### src/rtl/and16b_operand_stager_if.sv
// Handshake and array-side bus for the AND-array operand stager.
// The slave modport is the stager; the master modport is its environment
// (operand producer, result consumer and the AND array itself).
interface and16b_operand_stager_if #(
  parameter int WIDTH = 16
);
  logic             in_valid;
  logic             in_ready;
  logic [WIDTH-1:0] in_a;
  logic [WIDTH-1:0] in_b;
  logic [WIDTH-1:0] gate_a;
  logic [WIDTH-1:0] gate_b;
  logic [WIDTH-1:0] gate_out;
  logic             gate_en;
  logic             res_valid;
  logic             res_ready;
  logic [WIDTH-1:0] res_data;
  logic             clr_err;
  logic             err_flag;
  logic [7:0]       err_cnt;

  modport slave (
    input  in_valid, in_a, in_b, gate_out, res_ready, clr_err,
    output in_ready, gate_a, gate_b, gate_en, res_valid, res_data,
           err_flag, err_cnt
  );

  modport master (
    output in_valid, in_a, in_b, gate_out, res_ready, clr_err,
    input  in_ready, gate_a, gate_b, gate_en, res_valid, res_data,
           err_flag, err_cnt
  );
endinterface

### src/rtl/and16b_operand_stager.sv
// Operand stager for the 16-bit adiabatic AND array.
// IDLE -> EVAL (operands driven for SETTLE cycles) -> RTZ (operands zero for
// RECOVER cycles) -> IDLE. The array output is sampled at the end of EVAL,
// checked against the latched a&b and offered on the result handshake.
module and16b_operand_stager #(
  parameter int WIDTH   = 16,
  parameter int SETTLE  = 4,
  parameter int RECOVER = 2
) (
  input logic                   clkpos,
  input logic                   rst,
  and16b_operand_stager_if.slave bus
);

  typedef enum logic [1:0] {IDLE, EVAL, RTZ} state_t;

  // Terminal counts: EVAL/RTZ cycles are counted from 0.
  localparam logic [3:0] SETTLE_TC  = 4'(SETTLE - 1);
  localparam logic [3:0] RECOVER_TC = 4'(RECOVER - 1);

  state_t           state, nstate;
  logic [3:0]       cnt;
  logic [WIDTH-1:0] expd;
  logic             accept;
  logic             sample;
  logic             mismatch;

  // Ready only depends on state/res_valid (and is forced low during reset).
  assign bus.in_ready = (state == IDLE) && !bus.res_valid && !rst;
  assign mismatch     = (bus.gate_out != expd);

  // State register.
  always_ff @(posedge clkpos or posedge rst) begin
    if (rst) state <= IDLE;
    else     state <= nstate;
  end

  // Next-state decode plus the accept/sample strobes.
  always_comb begin
    nstate = state;
    accept = 1'b0;
    sample = 1'b0;
    case (state)
      IDLE: if (bus.in_valid && bus.in_ready) begin
        accept = 1'b1;
        nstate = EVAL;
      end
      EVAL: if (cnt == SETTLE_TC) begin
        sample = 1'b1;
        nstate = RTZ;
      end
      RTZ:  if (cnt == RECOVER_TC) nstate = IDLE;
      default: nstate = IDLE;
    endcase
  end

  // Phase counter: restarts on every state change, runs in EVAL/RTZ.
  always_ff @(posedge clkpos or posedge rst) begin
    if (rst)                  cnt <= '0;
    else if (nstate != state) cnt <= '0;
    else if (state != IDLE)   cnt <= cnt + 4'd1;
  end

  // Operand drive, sampling and result handshake.
  always_ff @(posedge clkpos or posedge rst) begin
    if (rst) begin
      bus.gate_a    <= '0;
      bus.gate_b    <= '0;
      bus.gate_en   <= 1'b0;
      bus.res_valid <= 1'b0;
      bus.res_data  <= '0;
      expd          <= '0;
    end else begin
      if (accept) begin
        bus.gate_a  <= bus.in_a;
        bus.gate_b  <= bus.in_b;
        bus.gate_en <= 1'b1;
        expd        <= bus.in_a & bus.in_b;
      end else if (sample) begin
        bus.gate_a  <= '0;
        bus.gate_b  <= '0;
        bus.gate_en <= 1'b0;
      end
      // res_valid is never high at sample time (accept needs it low).
      if (sample) begin
        bus.res_data  <= bus.gate_out;
        bus.res_valid <= 1'b1;
      end else if (bus.res_valid && bus.res_ready) begin
        bus.res_valid <= 1'b0;
      end
    end
  end

  // Error statistics; a mismatch on the clearing edge still counts once.
  always_ff @(posedge clkpos or posedge rst) begin
    if (rst) begin
      bus.err_flag <= 1'b0;
      bus.err_cnt  <= '0;
    end else if (sample && mismatch) begin
      bus.err_flag <= 1'b1;
      if (bus.clr_err)               bus.err_cnt <= 8'd1;
      else if (bus.err_cnt != 8'hFF) bus.err_cnt <= bus.err_cnt + 8'd1;
    end else if (bus.clr_err) begin
      bus.err_flag <= 1'b0;
      bus.err_cnt  <= '0;
    end
  end

endmodule

### src/flat_wrapper.sv
// flat-port wrapper written by rule: the top's interface ports become plain ports
module and16b_operand_stager_flat 
#(
  parameter int WIDTH   = 16,
  parameter int SETTLE  = 4,
  parameter int RECOVER = 2
)
  (clkpos, rst, bus_in_valid, bus_in_a, bus_in_b, bus_gate_out, bus_res_ready, bus_clr_err, bus_in_ready, bus_gate_a, bus_gate_b, bus_gate_en, bus_res_valid, bus_res_data, bus_err_flag, bus_err_cnt);
  and16b_operand_stager_if #(.WIDTH(WIDTH)) bus_i ();
  input logic clkpos;
  input logic rst;
  input wire logic [$bits(bus_i.in_valid)-1:0] bus_in_valid;
  input wire logic [$bits(bus_i.in_a)-1:0] bus_in_a;
  input wire logic [$bits(bus_i.in_b)-1:0] bus_in_b;
  input wire logic [$bits(bus_i.gate_out)-1:0] bus_gate_out;
  input wire logic [$bits(bus_i.res_ready)-1:0] bus_res_ready;
  input wire logic [$bits(bus_i.clr_err)-1:0] bus_clr_err;
  output wire logic [$bits(bus_i.in_ready)-1:0] bus_in_ready;
  output wire logic [$bits(bus_i.gate_a)-1:0] bus_gate_a;
  output wire logic [$bits(bus_i.gate_b)-1:0] bus_gate_b;
  output wire logic [$bits(bus_i.gate_en)-1:0] bus_gate_en;
  output wire logic [$bits(bus_i.res_valid)-1:0] bus_res_valid;
  output wire logic [$bits(bus_i.res_data)-1:0] bus_res_data;
  output wire logic [$bits(bus_i.err_flag)-1:0] bus_err_flag;
  output wire logic [$bits(bus_i.err_cnt)-1:0] bus_err_cnt;
  assign bus_i.in_valid = bus_in_valid;
  assign bus_i.in_a = bus_in_a;
  assign bus_i.in_b = bus_in_b;
  assign bus_i.gate_out = bus_gate_out;
  assign bus_i.res_ready = bus_res_ready;
  assign bus_i.clr_err = bus_clr_err;
  assign bus_in_ready = bus_i.in_ready;
  assign bus_gate_a = bus_i.gate_a;
  assign bus_gate_b = bus_i.gate_b;
  assign bus_gate_en = bus_i.gate_en;
  assign bus_res_valid = bus_i.res_valid;
  assign bus_res_data = bus_i.res_data;
  assign bus_err_flag = bus_i.err_flag;
  assign bus_err_cnt = bus_i.err_cnt;
  and16b_operand_stager #(.WIDTH(WIDTH), .SETTLE(SETTLE), .RECOVER(RECOVER)) u_core (.clkpos(clkpos), .rst(rst), .bus(bus_i));
endmodule
### config.mk
export PLATFORM = sky130hd
export DESIGN_NAME = and16b_operand_stager_flat
export DESIGN_NICKNAME = d
export VERILOG_FILES = /design/src/rtl/and16b_operand_stager_if.sv /design/src/rtl/and16b_operand_stager.sv /design/src/flat_wrapper.sv
export SDC_FILE = /design/constraint.sdc
export NUM_CORES = 1
export LEC_CHECK = 0
export CAP_MARGIN = 30
export CORE_ASPECT_RATIO = 1.25
export CORE_MARGIN = 1
export CORE_UTILIZATION = 41
export CTS_CLUSTER_DIAMETER = 80
export DETAILED_ROUTE_END_ITERATION = 10
export PLACE_DENSITY = 0.73
export SLEW_MARGIN = 20
export SYNTH_ARGS = -nofsm -noshare
export SYNTH_HDL_FRONTEND = slang
export SYNTH_SLANG_ARGS = --single-unit
### constraint.sdc
create_clock -name clkpos -period 2.4 [get_ports clkpos]
set_input_delay 0.24 -clock clkpos [delete_from_list [all_inputs] [get_ports clkpos]]
set_output_delay 0.24 -clock clkpos [all_outputs]
set_load 0.03 [all_outputs]
==> flow_summary.ini <==
[outcome]
run_status = finished with violations
violations = design-rule violations

[synthesis]
number_of_storage_elements_in_the_synthesis_netlist = 81
synth_async_sr_flop_share_pct = 100.0
synth_top_flop_cell = sky130_fd_sc_hd__dfrtp_1
synth.cell_area_mm2 = 0.003468
post_synth.cell_area_avg_um2 = 10.61
gate_count_of_the_mapped_netlist = 327
warning_count_from_the_yosys_run = 0
count_of_flip_flops_with_a_built_in_enable_after_synthesis = 0
ys_types = 37
synthesis.nets = 383
ys_seq_area_share_pct = 58.44

[sta]
layout_min_cycle_time_ns = 2.172
share_of_the_cycle_needed_by_the_critical_path_after_routing_pct = 90.49
fin_worst_skew_ns = 0.01025
final_critical_path_setup_slack_ns = 0.2283
unrepaired_setup_endpoints_after_global_routing = no
report.final.hold_viol_count = 0
maxSlewViolCount = 0
relSlewSlack_pct = 53.04
totalNegativeSetupSlack_ns = 0
final-setup-viol-count = 0
timing.fmax_ghz = 0.4605
worstMarginPinSlew_ns = 0.7027

[job]
maxCapViolCount = 0

[route]
detail_route.first_pass.iterations = 7
num_vias = 2753
dr_wl_cell_um = 15.14
dr.first_iter.drc_count = 196
finalWirelength_um = 8148
vias_per_cell = 5.117
route.detailed.drc = 10
ant_nets = 0

[critical_path]
path_depth = 2
r2r_slack_ns = 0.28
regToRegEndpoint = u_core.bus.err_cnt[6]
crit_buf_inv = 1
critical_path_required_ns = 2.16
logic_depth_of_the_worst_register_to_register_path = 6
end_kind = output port
worstSetupStartpointType = flop
critical_path.max_stage_delay_ns = 0.74
reg2reg_from = u_core.cnt[0]
crit_chain = nor4_2, clkdlybuf4s50_1
worst_ep_arrival_time_ns = 1.93
critical-path-top-delay-family = buffers and inverters
crit_path_top_delay_cell = sky130_fd_sc_hd__clkdlybuf4s50_1
critical_path_peak_fanout = 6
worst-setup-path-type = flop to output port

[floorplanning]
design.die.area_mm2 = 0.008834
design.core.area_mm2 = 0.008240
std_cell_rows = 37
die_h_um = 104.8
ioPinCount = 113
starting_density_of_the_core_pct = 42.09
dieWidth_um = 84.27

[placed_design]
hpwl_um = 6062
dp.cells = 524
post_place_worst_slack_ns = 0.1464
gp_congestion = 0.8564
io_buffer_count = 112

[global_routing]
track_usage_pct = 19.45
grt_start_max_net_pins = 57
globalRouteOverflowTotal = 0
grt_first_pass_wirelength_um = 13400
number_of_global_route_vias_before_repair = 2775
antenna_found_initial = 0

[cells_and_area]
final_util_pct = 58.94
num-nets-final = 494
synthToLayoutAreaGrowth_pct = 40.04
layout-drive-gt1-share_pct = 6.803
post_layout_nonfiller_instances = 538
antenna_cells_inserted = 0

[power_and_ir_drop]
pwr_density_cell_mw_per_mm2 = 1240
ir_worst_vdd_v = 0.0008810
leakagePower_nw = 2.212

[cts]
cts_hold_buffers = 0
clk_transition_reported_paths_ns = 0.08
cts_tree = built
cts_sinks = 81
worst_skew_pair.late_latency_ns = 0.34
postCtsResizedCells = 0
cts_max_level = 3
number_of_buffers_between_clock_root_and_the_deepest_sink = 2
cts_post_setup_buffers_inserted = 0
cts-root-buf = sky130_fd_sc_hd__clkbuf_8
cts_buf_count = 9

[min_path]
class_of_the_tightest_hold_or_removal_check = primary input to async pin
sequential cells by signal, indices dropped and copies added (netlist names):
| name | count |
|---|---|
| u_core.bus.gate_a | 16 |
| u_core.bus.gate_b | 16 |
| u_core.bus.res_data | 16 |
| u_core.expd | 16 |
| u_core.bus.err_cnt | 8 |
| u_core.cnt | 4 |
| u_core.state | 2 |
| u_core.bus.err_flag | 1 |
| u_core.bus.gate_en | 1 |
| u_core.bus.res_valid | 1 |
layout by cell type (no fill, tap or decap), types with 5 or more instances in the layout:
master	n
sky130_fd_sc_hd__nand4_1	6
sky130_fd_sc_hd__clkbuf_8	9
sky130_fd_sc_hd__o21ai_0	6
sky130_fd_sc_hd__inv_1	5
sky130_fd_sc_hd__nand2_1	90
sky130_fd_sc_hd__nor2_1	7
sky130_fd_sc_hd__dfrtp_1	81
sky130_fd_sc_hd__nand3_1	25
sky130_fd_sc_hd__xnor2_1	16
sky130_fd_sc_hd__nor2b_1	5
sky130_fd_sc_hd__a22o_1	32
sky130_fd_sc_hd__clkdlybuf4s50_1	112
power breakdown:
group          internal [mW]  total, mW  leakage, nW  switching [mW]
sequential              1.90       2.29         1.04           0.385
clock                  0.469      0.940       0.0872           0.471
combinational           1.23       2.79         1.09            1.56
synthesized netlist by cell type, types with 2 or more instances:
master,count,area [um2]
sky130_fd_sc_hd__nand2_1,90,337.8
sky130_fd_sc_hd__buf_6,3,33.78
sky130_fd_sc_hd__nand3b_1,2,15.01
sky130_fd_sc_hd__buf_2,8,40.04
sky130_fd_sc_hd__inv_1,6,22.52
sky130_fd_sc_hd__a22o_1,32,280.3
sky130_fd_sc_hd__nor2b_1,5,31.28
sky130_fd_sc_hd__nor2_1,8,30.03
sky130_fd_sc_hd__xnor2_1,16,140.1
sky130_fd_sc_hd__dfrtp_1,81,2027
sky130_fd_sc_hd__nand3_1,25,125.1
sky130_fd_sc_hd__ha_1,3,37.54
sky130_fd_sc_hd__a21oi_1,4,20.02
sky130_fd_sc_hd__and3_1,2,12.51
sky130_fd_sc_hd__o21ai_0,6,30.03
sky130_fd_sc_hd__mux2_2,3,33.78
sky130_fd_sc_hd__nand2b_1,2,12.51
sky130_fd_sc_hd__o31ai_1,3,22.52
sky130_fd_sc_hd__nand4_1,6,37.54
sky130_fd_sc_hd__clkbuf_1,5,18.77
how the worst max path moves through the flow:
stage,start,to,slack [ns]
2_1_floorplan,rst,u_core.bus.err_cnt[0],0.08
3_3_place_gp,rst,u_core.bus.gate_b[1],0.11
3_5_place_dp,bus_gate_out[1],u_core.bus.err_cnt[5],0.15
4_1_cts,u_core.state[0],bus_in_ready,0.21
5_1_grt,u_core.state[0],bus_in_ready,0.13
6_report,u_core.state[0],bus_in_ready,0.23
layout make-up:
class                      count  area, um2
clock buffer                   9      123.9
inverter                       6      23.77
timing repair buffer         117       1171
clock inverter                 5      58.81
multi-input combinational    223       1331
sequential                    81       2027
tap                           97      121.4
fill                         729       3383
metrics by stage:
stage | total power, mW | hold WS (ns) | area [um2]
floorplan | 3.972 | 0.3364 | 3468
global placement | 5.054 | 0.4616 | 4669
detailed placement | 5.128 | 0.4631 | 4674
CTS | 6.082 | 0.2802 | 4857
global route | 6.386 | 0.2944 | 4857
finish | 6.023 | 0.2747 | 4857
cells by family after synthesis:
group | Yosys count | share of synthesized area, %
and+or+nand+nor | 151 | 20.45
DFF | 81 | 58.44
AOI/OAI and AO/OA | 48 | 11.04
buffers and inverters | 23 | 3.427
xor gates and xnor gates | 17 | 4.293
muxes | 4 | 1.263
adders and majority gates | 3 | 1.082
layer usage:
layer	global-route usage [%]	share of wire (%)	vias up
met4	8.374	2.7	0
met5	0	0	-
met1	25.62	45	1303
met2	30.97	48	94
met3	4.186	4.7	15
li1	-	-	1341
No activity file was read; power rests on OpenSTA's default activity.
